==> config.mk <==
export PLATFORM = sky130hd
export DESIGN_NAME = vedic_mul8_seq
export DESIGN_NICKNAME = d
export VERILOG_FILES = /design/src/rtl/vedic_mul8_seq.sv
export SDC_FILE = /design/constraint.sdc
export NUM_CORES = 1
export LEC_CHECK = 0
export CORE_MARGIN = 2
export CORE_UTILIZATION = 58
export DETAILED_ROUTE_END_ITERATION = 10
export PLACE_DENSITY = 0.81
export SYNTH_ARGS = -nofsm -noshare
export SYNTH_HDL_FRONTEND = slang
export SYNTH_SLANG_ARGS = --single-unit
==> constraint.sdc <==
create_clock -name clk -period 6.75 [get_ports clk]
set_clock_uncertainty 0.15 [all_clocks]
set_input_delay 2.025 -clock clk [delete_from_list [all_inputs] [get_ports clk]]
set_output_delay 2.025 -clock clk [all_outputs]
set_load 0.02 [all_outputs]
==> src/rtl/vedic_mul8_seq.sv <==
// vedic_mul8_seq: 8x8 unsigned multiply/accumulate sequenced over a shared 4x4 core in four steps
module vedic_mul8_seq #(
  parameter int ACC_W = 20
) (
  input  logic             clk,
  input  logic             rst_n,
  input  logic             in_valid,
  output logic             in_ready,
  input  logic [7:0]       in_a,
  input  logic [7:0]       in_b,
  input  logic             in_acc,
  output logic             out_valid,
  input  logic             out_ready,
  output logic [ACC_W-1:0] out_p,
  output logic             out_ovf,
  output logic             busy,
  output logic [3:0]       core_a,
  output logic [3:0]       core_b,
  input  logic [7:0]       core_p
);
  typedef enum logic [1:0] {IDLE, MUL, DONE} state_t;
  state_t state, state_n;
  logic [7:0] a, b;
  logic [1:0] step;
  logic [ACC_W-1:0] acc, addend;
  logic ovf;
  logic [ACC_W:0] sum;
  logic [3:0] sh;
  assign in_ready = rst_n && state == IDLE;
  assign out_valid = state == DONE;
  assign busy = state != IDLE;
  assign sh = step == 2'd3 ? 4'd8 : step == 2'd0 ? 4'd0 : 4'd4;
  assign addend = ACC_W'(core_p) << sh;
  assign sum = {1'b0, acc} + {1'b0, addend};
  // next state and nibble steering into the shared core
  always_comb begin
    state_n = state;
    core_a = '0;
    core_b = '0;
    case (state)
      IDLE: if (in_valid) state_n = MUL;
      MUL: begin
        core_a = step[0] ? a[7:4] : a[3:0];
        core_b = step[1] ? b[7:4] : b[3:0];
        if (step == 2'd3) state_n = DONE;
      end
      DONE: if (out_ready) state_n = IDLE;
      default: state_n = IDLE;
    endcase
  end
  // state, operand latch, shift-accumulate and result registers
  always_ff @(posedge clk or negedge rst_n) begin
    if (!rst_n) begin
      state <= IDLE;
      a <= '0;
      b <= '0;
      step <= '0;
      acc <= '0;
      ovf <= 1'b0;
      out_p <= '0;
      out_ovf <= 1'b0;
    end else begin
      state <= state_n;
      if (in_valid && in_ready) begin
        a <= in_a;
        b <= in_b;
        acc <= in_acc ? acc : '0;
        ovf <= 1'b0;
        step <= '0;
      end
      if (state == MUL) begin
        acc <= sum[ACC_W-1:0];
        ovf <= ovf | sum[ACC_W];
        step <= step + 2'd1;
        if (step == 2'd3) begin
          out_p <= sum[ACC_W-1:0];
          out_ovf <= ovf | sum[ACC_W];
        end
      end
    end
  end
endmodule

======== After elaboration in Yosys (flattened, before gate mapping) ========
Index checks and enable logic that the tools add are counted.
storage, ports and cells
  bits in registers ....................... 62
  output and inout bits ................... 32
  word-level logic and storage cells ...... 45
operators by class
  $add $sub $neg .......................... 2
  equality and inequality tests ........... 7
  shifts and indexed selects .............. 1
  mux-type cells .......................... 17
  bitwise operators ....................... 1
  reductions and logical operators ........ 9
operator list
  kind                 count
  $mux 20              3
  $add 20x20->21       1
  $mux 4               5
  $shl 8x4->20         1
  $mux 2               5
  $pmux 2 s3           1
  $eq 2x2->1 const B   2
  $logic_not 2->1      2
  $ne 2x1->1 const B   2
  $ne 2x2->1 const B   2
  $reduce_and 2->1     2
  $reduce_bool 2->1    2
  $mux 3               1
  $reduce_and 3->1     1
  $add 2x1->2 const B  1
  $eq 2x1->1 const B   1
  $logic_and 1x1->1    2
  $mux 1               2
  $or 1x1->1           1

======== Depth between registers and ports, before layout ========
  depth in word-level cells ............... 7
  gate-level depth with buffers ........... 13

======== Least setup slack after synthesis ========
Ideal clock, no wire load.
  path kind ............................... input-to-output
  start ................................... input rst_n
  end ..................................... output in_ready
  data arrival time ....................... 2251 ps
  path slack .............................. 2324 ps
  stages on the path ...................... 1
  cells stage by stage .................... and2_1
on the way
  longest elaborated chain between the ends .. 1
RTL lines
  item                line  text
  start: declaration  6     input logic rst_n,
  $logic_and 1x1->1   29    assign in_ready = rst_n && state == IDLE;
  end: declaration    8     output logic in_ready,
Every way passes these cells.

======== Final worst setup path ========
Ends and elaborated chain as after synthesis.

==> results.toml <==
[routing]
vias = 3470
route.detailed.drc = 0
wl_um = 9480
antenna_left = 0
drtIter0Drc = 251
viasPerCell = 5.89
wl_per_cell_um = 16.1
drt_pass1_iterations = 4

[clock_network]
postCtsHoldBufs = 0
clock-sinks = 62
clk_pin_slew_ns = 0.07
cts_setup_buffers = 0
insertion_delay_ns = 0.35
numCtsBuffers = 9
cts_tree = "yes"
clk_path_buf_depth = 2
cts_repair_resize_count = 0
cts_max_level = 3
cts_root_buf = "clkbuf_8"

[power_and_ir_drop]
power.switching_w = 0.00123
cellLeakagePower_nw = 2.18
peakVddDrop_mv = 0.342
combinationalPowerShare_pct = 62.0
clkPwrFrac_pct = 12.7
power_density_nw_per_um2 = 563
p_int_w = 0.00140
seqPwrFrac_pct = 25.3
swShare_pct = 46.9

[synthesis]
synthCells = 458
yosys_warnings = 0
syn_area_per_cell_um2 = 8.40
synth-seq-area-share_pct = 40.3
syn_area_um2 = 3850
synth.largest_area_cell = "dfrtp_1"
syn_nets = 509
synth_seq_cells = 62
synth_top_area_share_pct = 40.3
synth_top_flop_cell = "dfrtp_1"
synth_cell_type_count = 51
synth_area_leaders = "dfrtp_1 40%, nand2_1 9.6%, ha_1 6.8%, o21ai_0 4.4%, a21oi_1 4.0%"
ys_async_sr_fraction_pct = 100
synth-edff-count = 0

[critical_path]
required_ns = 4.58
cp_max_fo = 2
cp.arrival_ns = 2.86
crit_path_end_kind = "output port"
crit_path_start_kind = "input port"
path_class = "in2out"

[finish]
diodes = 0
most-common-layout-cells = "98 x nand2_1, 62 x dfrtp_1, 59 x clkdlybuf4s50_1, 37 x nor2_1, 34 x o21ai_0"
multi_input_area_um2 = 2160
final_common_cell = "nand2_1"
stdcell_count = 589
utilization_pct = 73.1
final_area_um2 = 4670
nFillCells = 495
nets = 558
areaGrowthSynthToFinish_pct = 21.3
drive_above_1_share_pct = 5.27
regArea_um2 = 1550

[die]
coreArea_um2 = 6390
die_area_um2 = 7300
rows = 29
chipWidth_um = 85.4
pin_count = 61
fp.dieH_um = 85.4
start_util_pct = 60.2

[placement]
dpl_cell_area_um2 = 4470
gp_congestion = 0.984
hpwl_um = 6730
port-buffer-count = 60
dpl.cell_count = 573

[flow_run]
drv_cap = 0

[global_route]
grt_util_all_layers_pct = 28.4
grt_max_degree = 64
grt_pass1_wl_um = 16300
first_global_vias = 3404
grt_overflow = 0
antenna_found_initial = 0

[timing]
hold_slack_ns = 0.326
rsz0062_at_grt = "false"
setup_violations = 0
timing.final.crit_share_pct = 74.6
period_needed_ns = 5.04
worst-slew-pin-transition_ns = 0.917
hold_viol = 0
drv_slew = 0
tns_ns = 0
clock.fmax_ghz = 0.198
slew-limit-headroom_pct = 38.6

[min_path]
hold_path_class = "reg2reg"

[run_status]
status = "complete, no violations"
power by group through the flow:
stage / Combinational, W / Clock, W / Sequential (W)
5_1_grt: 0.00180 / 0.000356 / 0.000685
6_report: 0.00163 / 0.000334 / 0.000664
2_1_floorplan: 0.00111 / 0 / 0.000704
3_3_place_gp: 0.00157 / 0 / 0.000662
3_5_place_dp: 0.00161 / 0 / 0.000669
4_1_cts: 0.00162 / 0.000340 / 0.000664
flip-flops by register name (all words and copies together), names as in the netlist:
signal / cells
ovf: 1
b: 8
step: 2
state: 2
out_ovf: 1
acc: 20
out_p: 20
a: 8
cells in the mapped netlist, drive strengths merged, types with 2 or more instances:
cell    instances
a211oi          3
or3             7
buf             4
a21oi          32
a22o            5
xor2            7
nand4           6
nand4b          7
a21o            4
clkbuf         22
o21ai          34
or2             2
nand3          18
o21a            4
dfrtp          62
nor3           10
mux2i          14
o211ai          2
and2            7
nor2b           4
a221o           2
nor2           37
nand2b          4
and3            8
xnor2           4
a32o            2
ha             21
o21bai          4
nand2          98
inv             8
through the flow:
stage / power, W / setup WS [ns]
2_1_floorplan: 0.00181 / 2.32
4_1_cts: 0.00262 / 1.71
5_1_grt: 0.00284 / 1.66
6_report: 0.00263 / 1.71
3_5_place_dp: 0.00228 / 1.68
3_3_place_gp: 0.00223 / 1.71
worst paths after layout:
check	startpoint	to	slack (ns)	cells after the start
min in group asynchronous	rst_n	b[0]	1.72	2
max in group asynchronous	rst_n	out_p[14]	4.23	2
worst min register to register	out_p[8]	out_p[8]	0.33	2
worst min-delay path	out_p[8]	out_p[8]	0.33	2
worst max register to register	step[0]	out_p[14]	2.88	12
worst max-delay path	rst_n	in_ready	1.71	3
kinds of logic after synthesis:
kind of cell / synth area share (%)
buf+inv: 3.45
simple gates: 25.2
fa+ha+maj: 7.35
compound gates: 17.6
flops: 40.3
xor+xnor: 2.50
mux: 3.64
layout make-up:
cell class | instances | area share, %
multi-input combinational | 362 | 46.4
tap | 77 | 2.06
clock buffer | 11 | 3.03
sequential | 62 | 33.2
clock inverter | 5 | 1.26
inverter | 8 | 0.643
timing repair buffer | 64 | 13.4
metal layers:
layer  track usage [%]  wire length (um)
met1              39.8              4430
met5                 0                 0
met3              3.70               463
met2              45.0              4500
met4              10.7                85
critical path, stage by stage:
cell,delay [ns]
buf_2,0.09
and2_1,0.14
clkdlybuf4s50_1,0.61
Power figures use the tool's default switching activity.
